<file path="config.mk">
export PLATFORM = sky130hd
export DESIGN_NAME = multi_band_centroid
export DESIGN_NICKNAME = d
export VERILOG_FILES = /design/src/rtl/multi_band_centroid_pkg.sv /design/src/rtl/seq_divider.sv /design/src/rtl/multi_band_centroid.sv
export SDC_FILE = /design/constraint.sdc
export NUM_CORES = 1
export LEC_CHECK = 0
export CORE_ASPECT_RATIO = 1.2
export CORE_MARGIN = 1.5
export CORE_UTILIZATION = 45
export CTS_BUF_LIST = sky130_fd_sc_hd__clkbuf_4 sky130_fd_sc_hd__clkbuf_8
export CTS_CLUSTER_SIZE = 14
export DETAILED_ROUTE_END_ITERATION = 12
export PLACE_DENSITY = 0.71
export REMOVE_ABC_BUFFERS = 1
export SETUP_SLACK_MARGIN = 0.1
export SYNTH_ARGS = -nofsm -noshare
export SYNTH_HDL_FRONTEND = slang
export SYNTH_SLANG_ARGS = --single-unit
</file>
<file path="constraint.sdc">
create_clock -name clk -period 3.7 [get_ports clk]
set_input_delay 0.74 -clock clk [delete_from_list [all_inputs] [get_ports clk]]
set_output_delay 0.74 -clock clk [all_outputs]
set_load 0.02 [all_outputs]
</file>
<file path="src/rtl/multi_band_centroid_pkg.sv">
// rtl/multi_band_centroid_pkg.sv - shared FSM type, mode constants and width helpers
//
// Purpose: common definitions for multi_band_centroid and its divider.
// Contents:
//   state_t        - result sequencer states (IDLE, DIV, EMIT, DONE)
//   MODE_*         - pixel weighting modes
//   sum_w_width    - bits needed for a band's weight sum
//   sum_xw_width   - bits needed for a band's x*weight sum
//   quot_width     - bits of the reported centroid column
package multi_band_centroid_pkg;

  typedef enum logic [1:0] {
    ST_IDLE = 2'd0,
    ST_DIV  = 2'd1,
    ST_EMIT = 2'd2,
    ST_DONE = 2'd3
  } state_t;

  localparam int MODE_BINARY    = 0;
  localparam int MODE_INTENSITY = 1;

  // Smallest width (at least 1) that can hold the given non-negative value.
  function automatic int bits_for(input longint value);
    int n;
    n = 1;
    while ((longint'(1) << n) <= value) n++;
    return n;
  endfunction

  // Worst case: every pixel of a band is on at full scale.
  function automatic int sum_w_width(input int img_w, input int band_h, input int pix_w);
    return bits_for(longint'(img_w) * longint'(band_h) * ((longint'(1) << pix_w) - 1));
  endfunction

  // Worst case: the full-scale weight sum all sitting in the last column.
  function automatic int sum_xw_width(input int img_w, input int band_h, input int pix_w);
    return bits_for(longint'(img_w) * longint'(band_h) * ((longint'(1) << pix_w) - 1)
                    * longint'(img_w - 1));
  endfunction

  function automatic int quot_width(input int img_w);
    return $clog2(img_w) + 1;
  endfunction

endpackage

</file>
<file path="src/rtl/seq_divider.sv">
// rtl/seq_divider.sv - restoring unsigned divider, one quotient bit per cycle
//
// Purpose: computes floor(dividend / divisor) in N_W cycles after start.
// Ports:
//   clk, rst        - clock, asynchronous active-low reset
//   start           - load operands and begin (ignored while busy)
//   dividend        - N_W-bit numerator
//   divisor         - D_W-bit denominator
//   busy            - division in progress
//   done            - one-cycle strobe, quotient valid this cycle
//   quotient        - N_W-bit result
module seq_divider #(
  parameter int N_W = 8,
  parameter int D_W = 8
) (
  input  logic           clk,
  input  logic           rst,
  input  logic           start,
  input  logic [N_W-1:0] dividend,
  input  logic [D_W-1:0] divisor,
  output logic           busy,
  output logic           done,
  output logic [N_W-1:0] quotient
);

  localparam int C_W = $clog2(N_W + 1);

  logic [D_W-1:0] rem;
  // Holds the remaining dividend bits at the top while quotient bits shift in below.
  logic [N_W-1:0] quo;
  logic [C_W-1:0] cnt;
  logic [D_W:0]   trial;

  assign trial    = {rem, quo[N_W-1]};
  assign quotient = quo;

  always_ff @(posedge clk or negedge rst) begin
    if (!rst) begin
      rem  <= '0;
      quo  <= '0;
      cnt  <= '0;
      busy <= 1'b0;
      done <= 1'b0;
    end else begin
      done <= 1'b0;
      if (start && !busy) begin
        quo  <= dividend;
        rem  <= '0;
        cnt  <= C_W'(N_W);
        busy <= 1'b1;
      end else if (busy) begin
        if (trial >= {1'b0, divisor}) begin
          rem <= D_W'(trial - {1'b0, divisor});
          quo <= {quo[N_W-2:0], 1'b1};
        end else begin
          rem <= trial[D_W-1:0];
          quo <= {quo[N_W-2:0], 1'b0};
        end
        cnt <= cnt - 1'b1;
        if (cnt == C_W'(1)) begin
          busy <= 1'b0;
          done <= 1'b1;
        end
      end
    end
  end

endmodule

</file>
<file path="src/rtl/multi_band_centroid.sv">
// rtl/multi_band_centroid.sv - per-band horizontal centroid of a raster frame
//
// Purpose: accumulates on-pixel weight and x*weight for NUM_BANDS horizontal
// bands counted up from the bottom of the frame, snapshots them at frame end
// and reports floor(sum_xw/sum_w) per band through one shared divider.
// Ports:
//   clk, rst     - clock, asynchronous active-low reset
//   pixel_in     - raster-order pixel, accepted when in_ready is high
//   in_ready     - pixel_in valid this cycle
//   sof          - restart the frame; a pixel accepted with it is (0,0)
//   res_valid    - one-cycle strobe per band result
//   res_band     - band index of the current result
//   res_x        - centroid column of that band
//   res_lost     - band weight below MIN_COUNT
//   frame_done   - one-cycle strobe after the last band result
//   overrun      - one-cycle strobe when a frame end arrived while busy
module multi_band_centroid
  import multi_band_centroid_pkg::*;
#(
  parameter int IMG_W       = 640,
  parameter int IMG_H       = 480,
  parameter int PIX_W       = 4,
  parameter int NUM_BANDS   = 4,
  parameter int BAND_HEIGHT = 32,
  parameter int THRESHOLD   = 0,
  parameter int MIN_COUNT   = 1,
  parameter int MODE        = 0
) (
  input  logic                           clk,
  input  logic                           rst,
  input  logic [PIX_W-1:0]               pixel_in,
  input  logic                           in_ready,
  input  logic                           sof,
  output logic                           res_valid,
  output logic [$clog2(NUM_BANDS):0]     res_band,
  output logic [$clog2(IMG_W):0]         res_x,
  output logic                           res_lost,
  output logic                           frame_done,
  output logic                           overrun
);

  localparam int X_W   = $clog2(IMG_W);
  localparam int Y_W   = $clog2(IMG_H);
  localparam int RB_W  = $clog2(NUM_BANDS) + 1;
  localparam int RX_W  = quot_width(IMG_W);
  localparam int SW_W  = sum_w_width(IMG_W, BAND_HEIGHT, PIX_W);
  localparam int SXW_W = sum_xw_width(IMG_W, BAND_HEIGHT, PIX_W);
  localparam logic [SW_W-1:0] MIN_W = SW_W'(MIN_COUNT);

  logic [X_W-1:0]   x_cnt, x_eff;
  logic [Y_W-1:0]   y_cnt, y_eff;
  logic             x_last, y_last, frame_end, pix_on;
  logic [SW_W-1:0]  weight;
  logic [SXW_W-1:0] xw;
  logic [NUM_BANDS-1:0] in_band;

  logic [SW_W-1:0]  acc_w   [NUM_BANDS];
  logic [SXW_W-1:0] acc_xw  [NUM_BANDS];
  logic [SW_W-1:0]  nxt_w   [NUM_BANDS];
  logic [SXW_W-1:0] nxt_xw  [NUM_BANDS];
  logic [SW_W-1:0]  snap_w  [NUM_BANDS];
  logic [SXW_W-1:0] snap_xw [NUM_BANDS];

  state_t           state, state_n;
  logic [RB_W-1:0]  band;
  logic [SW_W-1:0]  sel_w;
  logic [SXW_W-1:0] sel_xw;
  logic             sel_lost, sel_skip;
  logic             res_load, div_start, div_busy, div_done;
  logic [SXW_W-1:0] div_q;

  // sof makes the current cycle's pixel position (0,0) before anything else.
  assign x_eff     = sof ? '0 : x_cnt;
  assign y_eff     = sof ? '0 : y_cnt;
  assign x_last    = (x_eff == X_W'(IMG_W - 1));
  assign y_last    = (y_eff == Y_W'(IMG_H - 1));
  assign frame_end = in_ready && x_last && y_last;
  assign pix_on    = (pixel_in > PIX_W'(THRESHOLD));

  always_comb begin
    weight = '0;
    if (in_ready && pix_on) begin
      case (MODE)
        MODE_BINARY:    weight = SW_W'(1);
        MODE_INTENSITY: weight = SW_W'(pixel_in);
        default:        weight = SW_W'(1);
      endcase
    end
    xw = SXW_W'(x_eff) * SXW_W'(weight);
  end

  // Band 0 is the bottom BAND_HEIGHT rows; higher bands stack upwards.
  always_comb begin
    in_band = '0;
    for (int k = 0; k < NUM_BANDS; k++) begin
      in_band[k] = (int'(y_eff) >= IMG_H - (k + 1) * BAND_HEIGHT) &&
                   (int'(y_eff) <= IMG_H - k * BAND_HEIGHT - 1);
    end
  end

  always_comb begin
    for (int k = 0; k < NUM_BANDS; k++) begin
      nxt_w[k]  = (sof ? '0 : acc_w[k])  + (in_band[k] ? weight : '0);
      nxt_xw[k] = (sof ? '0 : acc_xw[k]) + (in_band[k] ? xw : '0);
    end
  end

  always_ff @(posedge clk or negedge rst) begin
    if (!rst) begin
      x_cnt <= '0;
      y_cnt <= '0;
    end else if (in_ready) begin
      if (x_last) begin
        x_cnt <= '0;
        y_cnt <= y_last ? '0 : y_eff + 1'b1;
      end else begin
        x_cnt <= x_eff + 1'b1;
        y_cnt <= y_eff;
      end
    end else if (sof) begin
      x_cnt <= '0;
      y_cnt <= '0;
    end
  end

  // The frame-end pixel itself belongs to the snapshot. A frame end while the
  // sequencer is busy still restarts accumulation but keeps the old snapshot,
  // which the divider may be reading.
  always_ff @(posedge clk or negedge rst) begin
    if (!rst) begin
      for (int k = 0; k < NUM_BANDS; k++) begin
        acc_w[k]   <= '0;
        acc_xw[k]  <= '0;
        snap_w[k]  <= '0;
        snap_xw[k] <= '0;
      end
    end else begin
      for (int k = 0; k < NUM_BANDS; k++) begin
        if (frame_end) begin
          acc_w[k]  <= '0;
          acc_xw[k] <= '0;
          if (state == ST_IDLE) begin
            snap_w[k]  <= nxt_w[k];
            snap_xw[k] <= nxt_xw[k];
          end
        end else begin
          acc_w[k]  <= nxt_w[k];
          acc_xw[k] <= nxt_xw[k];
        end
      end
    end
  end

  always_comb begin
    sel_w  = '0;
    sel_xw = '0;
    for (int k = 0; k < NUM_BANDS; k++) begin
      if (band == RB_W'(k)) begin
        sel_w  = snap_w[k];
        sel_xw = snap_xw[k];
      end
    end
    sel_lost = (sel_w < MIN_W);
    // An empty band is never divided, even if MIN_COUNT would allow it.
    sel_skip = sel_lost || (sel_w == '0);
  end

  seq_divider #(
    .N_W (SXW_W),
    .D_W (SW_W)
  ) u_div (
    .clk      (clk),
    .rst      (rst),
    .start    (div_start),
    .dividend (sel_xw),
    .divisor  (sel_w),
    .busy     (div_busy),
    .done     (div_done),
    .quotient (div_q)
  );

  always_ff @(posedge clk or negedge rst) begin
    if (!rst) state <= ST_IDLE;
    else      state <= state_n;
  end

  // In DIV, a divider that is neither busy nor done means this band has not
  // been launched yet.
  always_comb begin
    state_n   = state;
    div_start = 1'b0;
    res_load  = 1'b0;
    case (state)
      ST_IDLE: begin
        if (frame_end) state_n = ST_DIV;
      end
      ST_DIV: begin
        if (!div_busy && !div_done) begin
          if (sel_skip) begin
            res_load = 1'b1;
            state_n  = ST_EMIT;
          end else begin
            div_start = 1'b1;
          end
        end else if (div_done) begin
          res_load = 1'b1;
          state_n  = ST_EMIT;
        end
      end
      ST_EMIT: begin
        state_n = (band == RB_W'(NUM_BANDS - 1)) ? ST_DONE : ST_DIV;
      end
      ST_DONE: begin
        state_n = ST_IDLE;
      end
      default: state_n = ST_IDLE;
    endcase
  end

  always_ff @(posedge clk or negedge rst) begin
    if (!rst) begin
      band     <= '0;
      res_band <= '0;
      res_x    <= '0;
      res_lost <= 1'b0;
      overrun  <= 1'b0;
    end else begin
      overrun <= frame_end && (state != ST_IDLE);
      if (state == ST_IDLE && frame_end) begin
        band <= '0;
      end else if (state == ST_EMIT && state_n == ST_DIV) begin
        band <= band + 1'b1;
      end
      if (res_load) begin
        res_band <= band;
        res_x    <= sel_skip ? '0 : div_q[RX_W-1:0];
        res_lost <= sel_lost;
      end
    end
  end

  assign res_valid  = (state == ST_EMIT);
  assign frame_done = (state == ST_DONE);

endmodule

</file>
==> out/results.md, run 1 <==
| Step | Item | This run |
|:---|:---|:---|
| run status | Result of the run | complete, but fails checks |
| timing | Final count of pins violating max slew | 0 |
| clocking | Maximum buffer depth of the clock tree | 3 |
| detailed routing | Highest metal layer with signal wires | met4 |
| synthesis | Simple-Gate Fraction of Synth Area | 22.2% |
| timing | Final critical-path required period | 3.74 ns |
| global routing | Vias in the first global route | 20952 |
| clocking | Clock sink total | 470 |
| synthesis | Synth area leader | sky130_fd_sc_hd__dfrtp_1 |
| clocking | Buffer cell driving the clock tree root | sky130_fd_sc_hd__clkbuf_8 |
| power and ir drop | P per Cell Area | 332 nW/um^2 |
| worst setup path | Buffering stage count on the worst path with inverters included | 4 |
| power and ir drop | Total leakage power | 14.0 nW |
| synthesis | Number of register bits inferred by synthesis | 470 |
| floorplanning | Site row count | 93 |
| worst setup path | Sequence of cells on the critical path | buf_6, ha_4, buf_8, buf_4, a21oi_1, a2bb2oi_2, a22oi_2, ha_4, o211ai_1, a21o_1, a21oi_4, o21ai_4, o21ai_2, o31a_4, buf_6, mux2_4, o21ai_2 |
| finish | Layout cells sized above 1 | 25.3% |
| global routing | First-pass GRT wire length | 107000 um |
| floorplanning | Vertical die dimension | 257 um |
| worst setup path | Kind of critical path | register to register |
| global routing | Pin count of the biggest net entering global routing | 99 |
| synthesis | Most area-consuming cells after synthesis | sky130_fd_sc_hd__dfrtp_1 48%, sky130_fd_sc_hd__nand2_1 6.3%, sky130_fd_sc_hd__nor2_1 4.8% |
| worst setup path | CP Max Fanout | 10 |
| min path | Class of the most critical hold timing path | input port to asynchronous set/reset pin |
| synthesis | Top cells by count, synth | 470 x sky130_fd_sc_hd__dfrtp_1, 408 x sky130_fd_sc_hd__nand2_1, 311 x sky130_fd_sc_hd__nor2_1 |
| synthesis | EDFF count, synth | 0 |
| detailed routing | Length of routed wiring on met1 | 27600 um |
| synthesis | Mux cell area share after synthesis | 0.567% |
| detailed routing | Total length of routed met2 wires | 34900 um |
| detailed routing | ANT nets after route | 0 |
| synthesis | Complex-gate fraction of the synthesized area | 14.2% |
| global routing | Antenna violations before repair | 1 |
| detailed routing | Vias/cell | 5.62 |
| worst setup path | Data arrival time of the critical path | 4.32 ns |
| synthesis | Dominant cell by count in the synthesized netlist | sky130_fd_sc_hd__dfrtp_1 |
| clocking | TritonCTS clock tree | built |
| timing | Relative slew slack | 33.7% |
| timing | Timing-limited maximum frequency | 268 MHz |
| worst setup path | CP required | 4.29 ns |
| synthesis | Average footprint of a synthesized cell | 9.16 um^2 |
| finish | Layout overhead on the synthesized area | 28.8% |
| detailed routing | Routed length per placed instance | 18.4 um |
| power and ir drop | Peak VDD IR | 0.239 mV |
| synthesis | Most instantiated flip-flop cell in the synthesis netlist | sky130_fd_sc_hd__dfrtp_1 |
| finish | Filler cell count in the final layout | 4313 |
| place | Buffers on Ports | 25 |
| floorplanning | I/O pins | 26 |
| floorplanning | Die area | 55300 um^2 |
| timing | Transition time at the pin with the least slew margin | 0.990 ns |
| detailed routing | DRC Markers | 0 |
| synthesis | Count of warnings emitted by yosys | 0 |
| timing | Setup violators final | 6 |
| worst setup path | Kind of end point of the critical path | register |
| power and ir drop | Overall power of the completed layout | 10.4 mW |
| clocking | CTS clock-pin slew for the worst setup and hold paths | 0.06 ns |
| detailed routing | Routed wl met3 | 3260 um |
| flow run | Number of max-cap violations | 0 |
| synthesis | Xor/xnor share of the synthesized area | 6.89% |
| floorplanning | Floorplan core area | 53500 um^2 |
| clocking | Worst-skew pair later-pin latency | 0.67 ns |
| place | Detailed placer's ending HPWL | 44400 um |
| synthesis | Cell count after synthesis | 2649 |
| detailed routing | Drt pass-1 iters | 6 |
| timing | PnR worst setup slack | -0.0355 ns |
| detailed routing | Vias after detailed routing | 20968 |
| synthesis | Share of the synthesized area in the top cell type | 48.5% |
| synthesis | Cell Area, Synth | 24300 um^2 |
| timing | Part of the cycle the worst path needs | 101% |
| floorplanning | Die Wd | 215 um |
| global routing | Global route overflow | 0 |
| finish | NumNets Final | 3046 |
| finish | Combined flip-flop and latch cell area | 11800 um^2 |
| synthesis | Adder-cell share of the synthesized area | 4.38% |
| worst setup path | Highest-delay cell along the critical path | sky130_fd_sc_hd__dfrtp_2 |
| clocking | Number of clock buffers inserted by TritonCTS | 81 |
| clocking | Post-cts hold buffer count | 0 |
| timing | Worst Skew | 0.0283 ns |
| timing | Worst hold margin | 0.0780 ns |
| synthesis | Fraction of the yosys area taken by sequential cells | 48.5% |
| worst setup path | Highest cell delay on the worst timing path | 0.45 ns |
| detailed routing | Total Routed Length | 68600 um |
| synthesis | Async set-reset flop share out of synthesis | 100% |
| synthesis | Number of distinct library cells after synthesis | 78 |
| finish | Final Util | 58.4% |
| worst setup path | Cell class contributing the biggest share of worst-path delay | compound AO/OA/AOI/OAI gates |
| worst setup path | CP Launch Type | register |
| finish | Total area of multi-input combinational cells | 13400 um^2 |
| global routing | Total routing usage reported by global routing | 23.8% |
| clocking | H-tree level count | 3 |
| synthesis | Main combinational cell family by area after synthesis | simple AND/OR/NAND/NOR gates |
| timing | Final Hold Violating Endpoints | 0 |
| floorplanning | Initial core utilization | 45.3% |
| run status | Violations in the final reports | negative setup slack |
| detailed routing | Drt first-iter violations | 1817 |
| timing | RSZ-0062 raised after global routing | yes |
| place | Final GP Congestion | 0.925 |
-- layer usage --
metal | vias to the layer above | GRT usage (%)
li1 | 9733 | -
met1 | 10481 | 28.8
met2 | 586 | 41.4
met3 | 168 | 3.45
met4 | 0 | 12.0
met5 | - | 0
-- flip-flops by register name, indices dropped and copies added, names as in the netlist, 10 cells and up --
signal and cells:
acc_xw 112, snap_xw 112, acc_w 76, snap_w 76, u_div.quotient 28, u_div.rem 19
res_x 11, x_cnt 10
-- cells in the final DEF, fill, tap and decap left out, drive strengths merged, types with 16 or more instances in the layout --
| cell | netlist | final |
|---|---|---|
| o31ai | 26 | 26 |
| and3 | 16 | 16 |
| nor2 | 311 | 311 |
| buf | 53 | 351 |
| nand2 | 408 | 408 |
| a211oi | 36 | 36 |
| inv | 38 | 41 |
| clkbuf | 98 | 127 |
| a21o | 24 | 24 |
| dfrtp | 470 | 470 |
| o21ai | 209 | 209 |
| nand4 | 27 | 27 |
| nor3 | 47 | 47 |
| nand2b | 70 | 70 |
| nor2b | 88 | 88 |
| nand3 | 90 | 90 |
| a22oi | 39 | 39 |
| clkdlybuf4s50 | 0 | 18 |
| and2 | 29 | 29 |
| a21oi | 98 | 98 |
| xnor2 | 105 | 105 |
| o221ai | 35 | 35 |
| ha | 77 | 77 |
| xor2 | 86 | 86 |
-- worst register-to-register path, cell delays in order (launching register included) --
cell and delay [ns]:
sky130_fd_sc_hd__dfrtp_2 0.45, sky130_fd_sc_hd__buf_6 0.15, sky130_fd_sc_hd__ha_4 0.21, sky130_fd_sc_hd__buf_8 0.16
sky130_fd_sc_hd__buf_4 0.15, sky130_fd_sc_hd__a21oi_1 0.31, sky130_fd_sc_hd__a2bb2oi_2 0.15, sky130_fd_sc_hd__a22oi_2 0.23
sky130_fd_sc_hd__ha_4 0.25, sky130_fd_sc_hd__o211ai_1 0.10, sky130_fd_sc_hd__a21o_1 0.18, sky130_fd_sc_hd__a21oi_4 0.09
sky130_fd_sc_hd__o21ai_4 0.16, sky130_fd_sc_hd__o21ai_2 0.08, sky130_fd_sc_hd__o31a_4 0.40, sky130_fd_sc_hd__buf_6 0.15
sky130_fd_sc_hd__mux2_4 0.31, sky130_fd_sc_hd__o21ai_2 0.12
-- final cells by class --
type / instances / area share [%]
antenna: 1 / 0.00801
multi-input combinational: 1990 / 42.9
tap: 712 / 2.85
timing repair buffer: 375 / 10.6
clock inverter: 16 / 0.476
clock buffer: 126 / 4.97
sequential: 470 / 37.6
inverter: 38 / 0.488
-- per-stage QoR --
step           setup WS (ns)  area, um^2  setup TNS, ns  instances
6_report             -0.0355       31300         -0.113       3728
5_1_grt               -0.134       31300          -2.44       3728
4_1_cts               0.0546       29600              0       3676
3_5_place_dp          -0.841       27000        -110.76       3496
3_3_place_gp          -0.858       27000         -89.47       3496
2_1_floorplan          -7.78       23600       -1623.46       2498
-- cell families after synthesis --
| logic type | count (synthesis) |
|---|---|
| xor+xnor | 191 |
| simple gates | 1157 |
| buf+inv | 189 |
| fa+ha+maj | 82 |
| compound gates | 547 |
| mux | 13 |
| flops | 470 |
-- final timing paths --
kind | cells past startpoint | slack [ns] | from | endpoint
max | 17 | -0.04 | band[0] | u_div.rem[1]
min | 1 | 0.08 | rst | snap_w[75]
max reg2reg | 17 | -0.04 | band[0] | u_div.rem[1]
min reg2reg | 2 | 0.48 | snap_xw[29] | snap_xw[29]
max in group asynchronous | 2 | 2.69 | rst | acc_xw[56]
min in group clk | 3 | 0.44 | sof | y_cnt[3]
-- power by group --
group          switching, mW  internal [mW]
Sequential           0.00194           5.15
Clock                   2.20           2.81
Combinational          0.168         0.0465
-- repair_timing --
action                                  CTS  global route
endpoints found under the setup margin  139           198
gates resized for setup                 139           261
hold endpoints to repair                  0             0
buffers inserted                         37            51
cloned                                    1             2
pin swaps                                57           142
Note: power is estimated with default switching activity, not from simulation.
==> run 2, diff against run 1 <==
PLACE_DENSITY = 0.68   (was 0.71)
clock period = 4.6 ns   (was 3.7 ns; I/O delays follow)
==> out/results.md, run 2 (synthesis results as in run 1) <==
| Step | Item | This run | Change |
|:---|:---|:---|:---|
| detailed routing | Total Routed Length | 61100 um | -11% |
| clocking | Worst-skew pair later-pin latency | 0.67 ns | about the same |
| power and ir drop | Peak VDD IR | 0.186 mV | -22% |
| global routing | Met2 demand-to-capacity share in global routing | 38.8% | -2.6 points |
| timing | PnR worst setup slack | 0.361 ns | +0.397 ns |
| floorplanning | Die Wd | 215 um | unchanged |
| clocking | H-tree level count | 3 | unchanged |
| power and ir drop | Total leakage power | 12.4 nW | -11% |
| place | Final GP Congestion | 0.912 | -1.5% |
| floorplanning | Vertical die dimension | 257 um | unchanged |
| timing | Worst hold margin | 0.310 ns | +0.232 ns |
| min path | Class of the most critical hold timing path | input port to asynchronous set/reset pin |  |
| place | Pre-CTS WS | -0.132 ns | +0.709 ns |
| clocking | Clock sink total | 470 | unchanged |
| clocking | CTS clock-pin slew for the worst setup and hold paths | 0.06 ns | about the same |
| worst setup path | Kind of critical path | register to register |  |
| finish | Biggest registers after layout | acc_xw x112, snap_xw x112 |  |
| global routing | Global route overflow | 0 | unchanged |
| finish | Most used cells in the layout excluding fill and tap cells | 469 x sky130_fd_sc_hd__dfrtp_1, 406 x sky130_fd_sc_hd__nand2_1, 310 x sky130_fd_sc_hd__nor2_1 |  |
| timing | Transition time at the pin with the least slew margin | 1.10 ns | +0.106 ns |
| finish | Filler cell count in the final layout | 4913 | +14% |
| power and ir drop | P per Cell Area | 311 nW/um^2 | -6.2% |
| clocking | Number of clock buffers inserted by TritonCTS | 83 | +2.5% |
| worst setup path | CP required | 5.13 ns | +0.84 ns |
| timing | Final Hold Violating Endpoints | 0 | unchanged |
| run status | Result of the run | completed |  |
| floorplanning | Initial core utilization | 45.3% | unchanged |
| worst setup path | Count of cells along the worst register-to-register path | 15 | -2 |
| timing | Final critical-path required period | 4.24 ns | +0.503 ns |
| finish | Layout overhead on the synthesized area | 13.4% |  |
| global routing | Vias in the first global route | 19549 | -6.7% |
| place | Detailed placer's ending HPWL | 40900 um | -7.9% |
| floorplanning | Site row count | 93 | unchanged |
| timing | Worst Skew | 0.0318 ns | +0.00346 ns |
| power and ir drop | Overall power of the completed layout | 8.56 mW | -17% |
| worst setup path | Kind of end point of the critical path | register |  |
| global routing | Highest-utilization routing layer at the global route stage | met2 |  |
| detailed routing | Vias/cell | 5.55 | -1.3% |
| detailed routing | Drt first-iter violations | 1527 | -16% |
| clocking | TritonCTS clock tree | built |  |
| timing | Final count of pins violating max slew | 0 | unchanged |
| place | Buffers on Ports | 25 | unchanged |
| clocking | Buffer cell driving the clock tree root | sky130_fd_sc_hd__clkbuf_8 |  |
| worst setup path | Data arrival time of the critical path | 4.77 ns | +0.45 ns |
| place | Instance count after placement with tap cells included | 3330 | -4.7% |
| global routing | Global Route met1 Usage | 28.4% | -0.37 points |
| floorplanning | Floorplan core area | 53500 um^2 | unchanged |
| clocking | Post-CTS setup buffers | 0 | -100% |
| global routing | GR Util met3 | 3.13% | -0.32 points |
| detailed routing | Drt pass-1 iters | 5 | -1 |
| finish | Layout cells sized above 1 | 10.3% | -15 points |
| worst setup path | CP Max Fanout | 17 | +7 |
| timing | Timing-limited maximum frequency | 236 MHz | -12% |
| worst setup path | CP Launch Type | register |  |
| timing | Setup violators final | 0 | -6 |
| detailed routing | Vias after detailed routing | 19328 | -7.8% |
| global routing | Total routing usage reported by global routing | 22.5% | -1.3 points |
| global routing | First-pass GRT wire length | 101000 um | -5.2% |
| finish | NumNets Final | 2793 | -8.3% |
| timing | RSZ-0062 raised after global routing | no |  |
| global routing | Antenna violations before repair | 1 | unchanged |
| floorplanning | I/O pins | 26 | unchanged |
| detailed routing | Routed length per placed instance | 17.6 um | -4.6% |
| floorplanning | Die area | 55300 um^2 | unchanged |
| global routing | Pin count of the biggest net entering global routing | 160 | +62% |
| finish | Combined flip-flop and latch cell area | 11800 um^2 | about the same |
| flow run | Number of max-cap violations | 0 | unchanged |
| detailed routing | DRC Markers | 0 | unchanged |
| clocking | Post-cts hold buffer count | 0 | unchanged |
| detailed routing | ANT nets after route | 0 | unchanged |
| clocking | Maximum buffer depth of the clock tree | 3 | unchanged |
| finish | Total area of multi-input combinational cells | 11800 um^2 | -12% |
| finish | Leading cell type in the layout, fill and taps excluded | sky130_fd_sc_hd__dfrtp_1 |  |
| timing | Relative slew slack | 26.7% | -7.1 points |
| finish | Final cell count without fillers | 3483 | -6.6% |
| timing | Part of the cycle the worst path needs | 92.1% | -8.8 points |
-- run 2: cell count changes in the layout (fill, tap and decap cells not counted), moves of 18 or more --
cell	before	now
sky130_fd_sc_hd__buf_4	295	85
sky130_fd_sc_hd__ha_1	44	76
sky130_fd_sc_hd__a21oi_1	72	98
sky130_fd_sc_hd__o21ai_0	152	180
sky130_fd_sc_hd__buf_6	29	2
sky130_fd_sc_hd__nand3_1	72	90
sky130_fd_sc_hd__ha_4	24	0
sky130_fd_sc_hd__nor2_1	280	310
-- run 2: final cells by class --
| cell class | instances | area share (%) |
|---|---|---|
| multi-input cells | 1990 | 42.8 |
| flip-flops and latches | 470 | 42.7 |
| clock buffers | 136 | 6.26 |
| repair buffers | 120 | 3.95 |
| well taps | 712 | 3.24 |
| clock inverters | 16 | 0.527 |
| inverters | 38 | 0.518 |
| diodes | 1 | 0.00909 |
-- run 2: timing repair --
| action | in CTS | in global routing |
|---|---|---|
| endpoints found under the hold margin | 0 | 0 |
| gates resized for setup | 0 | 4 |
| endpoints found under the setup margin | 0 | 15 |
-- run 2: critical path, stage by stage, from the launching register on --
cell,delay [ns]
sky130_fd_sc_hd__dfrtp_1,0.46
sky130_fd_sc_hd__inv_1,0.12
sky130_fd_sc_hd__ha_1,0.38
sky130_fd_sc_hd__buf_4,0.30
sky130_fd_sc_hd__nor2b_1,0.16
sky130_fd_sc_hd__a311oi_1,0.06
sky130_fd_sc_hd__buf_4,0.16
sky130_fd_sc_hd__a21oi_1,0.37
sky130_fd_sc_hd__ha_1,0.38
sky130_fd_sc_hd__a21o_1,0.21
sky130_fd_sc_hd__a21o_1,0.17
sky130_fd_sc_hd__a21oi_1,0.23
sky130_fd_sc_hd__o21ai_1,0.15
sky130_fd_sc_hd__o31a_1,0.36
sky130_fd_sc_hd__and2_1,0.26
sky130_fd_sc_hd__a221o_1,0.34
-- run 2: routing by layer --
metal  share of wire, %  up-vias
li1                   -     9221
met1                 43     9552
met2                 49      443
met3                4.6      112
met4                3.2        0
met5                  0        -
-- run 2: through the flow --
| stage | instance area [um^2] | utilization (%) | setup TNS, ns |
|---|---|---|---|
| after floorplan | 23600 | - | -1329.43 |
| after global placement | 25600 | 47.9 | -0.282 |
| after detailed placement | 25600 | 47.9 | -1.23 |
| after CTS | 27500 | 51.4 | 0 |
| after global routing | 27500 | 51.4 | 0 |
| final | 27500 | 51.4 | 0 |
-- run 2: path summary, 6_finish.rpt --
kind | slack (ns) | from | endpoint
max in group asynchronous | 3.17 | rst | u_div.busy
min in group clk | 0.48 | snap_w[39] | snap_w[39]
hold / removal | 0.31 | rst | acc_w[67]
setup / recovery | 0.36 | band[0] | u_div.rem[15]
hold reg to reg | 0.48 | snap_w[39] | snap_w[39]
setup reg to reg | 0.36 | band[0] | u_div.rem[15]
-- run 2: where the power goes --
| group | total, mW | switching [mW] | leakage [nW] | internal [mW] |
|---|---|---|---|---|
| Sequential | 4.14 | 0.00181 | 6.54 | 4.14 |
| Clock | 4.26 | 1.78 | 0.994 | 2.48 |
| Combinational | 0.158 | 0.129 | 4.91 | 0.0287 |
==> run 3, diff against run 2 <==
CAP_MARGIN = 20   (was not set)
clock period = 4.5 ns   (was 4.6 ns; I/O delays follow)
==> out/results.md, run 3 (synthesis results as in run 1) <==
| Step | Item | This run | Change |
|:---|:---|:---|:---|
| run status | Result of the run | completed |  |
| finish | Layout overhead on the synthesized area | 14.1% |  |
| finish | NumNets Final | 2818 | +0.90% |
| finish | Leading cell type in the layout, fill and taps excluded | sky130_fd_sc_hd__dfrtp_1 |  |
| floorplanning | Site row count | 93 | unchanged |
| power and ir drop | Total leakage power | 12.6 nW | +1.0% |
| global routing | Vias in the first global route | 19549 | unchanged |
| worst setup path | Count of cells along the worst register-to-register path | 15 | unchanged |
| place | Buffers on Ports | 25 | unchanged |
| global routing | Antenna violations before repair | 1 | unchanged |
| timing | Worst Skew | 0.0347 ns | +0.00295 ns |
| global routing | Pin count of the biggest net entering global routing | 181 | +13% |
| floorplanning | Die Wd | 215 um | unchanged |
| floorplanning | Floorplan core area | 53500 um^2 | unchanged |
| detailed routing | Routed wl met3 | 2250 um | -19% |
| finish | Filler cell count in the final layout | 4934 | +0.43% |
| detailed routing | Highest metal layer with signal wires | met4 |  |
| clocking | Number of clock buffers inserted by TritonCTS | 80 | -3.6% |
| detailed routing | Total length of routed met2 wires | 30500 um | +1.5% |
| global routing | First-pass GRT wire length | 101000 um | about the same |
| detailed routing | Length of routed wiring on met1 | 26400 um | +0.30% |
| timing | Transition time at the pin with the least slew margin | 0.981 ns | -0.115 ns |
| finish | Layout cells sized above 1 | 11.1% | +0.80 points |
| detailed routing | ANT nets after route | 0 | unchanged |
| detailed routing | Drt first-iter violations | 1338 | -12% |
| flow run | Number of max-cap violations | 0 | unchanged |
| timing | Worst hold margin | 0.308 ns | -0.00185 ns |
| worst setup path | Worst reg-to-reg setup slack | 0.33 ns | -0.03 ns |
| worst setup path | Reg-to-Reg End | u_div.rem[10] |  |
| detailed routing | Vias after detailed routing | 19278 | -0.26% |
| floorplanning | Initial core utilization | 45.3% | unchanged |
| finish | Finished layout cell area | 27700 um^2 | +0.67% |
| min path | Class of the most critical hold timing path | input port to asynchronous set/reset pin |  |
| floorplanning | Vertical die dimension | 257 um | unchanged |
| clocking | Post-cts hold buffer count | 0 | unchanged |
| finish | Biggest registers after layout | acc_xw x112, snap_xw x112 |  |
| worst setup path | CP Max Fanout | 29 | +12 |
| timing | Final count of pins violating max slew | 0 | unchanged |
| power and ir drop | P per Cell Area | 316 nW/um^2 | +1.7% |
| detailed routing | Total Routed Length | 61400 um | +0.47% |
| global routing | Global route overflow | 0 | unchanged |
| clocking | Buffer cell driving the clock tree root | sky130_fd_sc_hd__clkbuf_8 |  |
| timing | RSZ-0062 raised after global routing | no |  |
| clocking | Maximum buffer depth of the clock tree | 3 | unchanged |
| worst setup path | CP Launch Type | register |  |
| timing | Timing-limited maximum frequency | 240 MHz | +1.7% |
| power and ir drop | Peak VDD IR | 0.241 mV | +30% |
| detailed routing | DRC Markers | 0 | unchanged |
| clocking | H-tree level count | 3 | unchanged |
| place | Final GP Congestion | 0.909 | -0.29% |
| place | Detailed placer's ending HPWL | 41900 um | +2.4% |
| worst setup path | Data arrival time of the critical path | 4.69 ns | -0.08 ns |
| timing | Setup violators final | 0 | unchanged |
| global routing | Total routing usage reported by global routing | 22.6% | +0.087 points |
| timing | Relative slew slack | 34.6% | +7.9 points |
| clocking | CTS clock-pin slew for the worst setup and hold paths | 0.06 ns | about the same |
| timing | Final critical-path required period | 4.17 ns | -0.0729 ns |
| power and ir drop | Overall power of the completed layout | 8.77 mW | +2.4% |
| clocking | Clock sink total | 470 | unchanged |
| worst setup path | CP required | 5.03 ns | -0.10 ns |
| clocking | TritonCTS clock tree | built |  |
| place | Placed standard-cell area | 25800 um^2 | +0.79% |
| worst setup path | Kind of end point of the critical path | register |  |
| timing | Final Hold Violating Endpoints | 0 | unchanged |
| detailed routing | Vias/cell | 5.50 | -0.97% |
| floorplanning | I/O pins | 26 | unchanged |
| floorplanning | Die area | 55300 um^2 | unchanged |
| timing | Part of the cycle the worst path needs | 92.6% | +0.43 points |
| finish | Most used cells in the layout excluding fill and tap cells | 469 x sky130_fd_sc_hd__dfrtp_1, 406 x sky130_fd_sc_hd__nand2_1, 310 x sky130_fd_sc_hd__nor2_1 |  |
| clocking | Worst-skew pair later-pin latency | 0.68 ns | about the same |
| worst setup path | Kind of critical path | register to register |  |
| timing | Setup total negative slack | 0 ns | unchanged |
| detailed routing | Drt pass-1 iters | 5 | unchanged |
| detailed routing | Routed length per placed instance | 17.5 um | -0.25% |
| worst setup path | Worst reg2reg startpoint | band[1] |  |
| worst setup path | Source of the critical timing path | band[1] |  |
[run 3: how the worst max path moves through the flow]
stage / slack (ns) / to
3_5_place_dp: -0.14 / snap_xw[81]
4_1_cts: 0.18 / u_div.rem[10]
5_1_grt: 0.11 / u_div.rem[12]
6_report: 0.33 / u_div.rem[10]
2_1_floorplan: -7.14 / snap_w[10]
3_3_place_gp: -0.13 / snap_xw[82]
[run 3: worst max-delay path, stage by stage (launching register included)]
cell	delay (ns)
sky130_fd_sc_hd__dfrtp_1	0.43
sky130_fd_sc_hd__inv_1	0.12
sky130_fd_sc_hd__ha_2	0.29
sky130_fd_sc_hd__buf_4	0.29
sky130_fd_sc_hd__nand3b_4	0.17
sky130_fd_sc_hd__a31oi_1	0.17
sky130_fd_sc_hd__a22oi_1	0.38
sky130_fd_sc_hd__ha_1	0.32
sky130_fd_sc_hd__buf_4	0.16
sky130_fd_sc_hd__a21oi_1	0.22
sky130_fd_sc_hd__a21oi_1	0.15
sky130_fd_sc_hd__o21ai_1	0.23
sky130_fd_sc_hd__o21ai_1	0.13
sky130_fd_sc_hd__o31a_1	0.35
sky130_fd_sc_hd__and2_1	0.24
sky130_fd_sc_hd__a221o_1	0.35
[run 3: power by group]
part	internal, mW	switching, mW
Combinational	0.0333	0.135
Sequential	4.23	0.00178
Clock	2.54	1.83
Total	6.80	1.96
[run 3: timing repair]
action,4_1_cts,5_1_grt
gates resized for setup,0,3
buffers inserted,0,1
setup endpoints to repair,0,20
hold endpoints to repair,0,0
[run 3: metal layers]
layer | track usage [%] | vias up
met1 | 27.9 | 9504
met5 | 0 | -
li1 | - | 9268
met3 | 2.94 | 123
met2 | 39.4 | 383
met4 | 10.1 | 0
[run 3: layout make-up]
type | instances | area [um^2] | share of cell area [%]
multi-input combinational | 1990 | 11800 | 42.4
antenna | 1 | 2.50 | 0.00903
timing repair buffer | 148 | 1290 | 4.67
inverter | 38 | 143 | 0.515
tap | 712 | 891 | 3.22
clock buffer | 129 | 1630 | 5.89
clock inverter | 20 | 221 | 0.799
sequential | 470 | 11800 | 42.5
[run 3: per-stage QoR]
stage / utilization [%] / setup WS (ns) / instances
5_1_grt: 51.8 / 0.109 / 3508
2_1_floorplan: - / -7.14 / 2498
4_1_cts: 51.7 / 0.177 / 3506
3_3_place_gp: 48.3 / -0.134 / 3357
3_5_place_dp: 48.3 / -0.140 / 3357
6_report: 51.8 / 0.334 / 3508
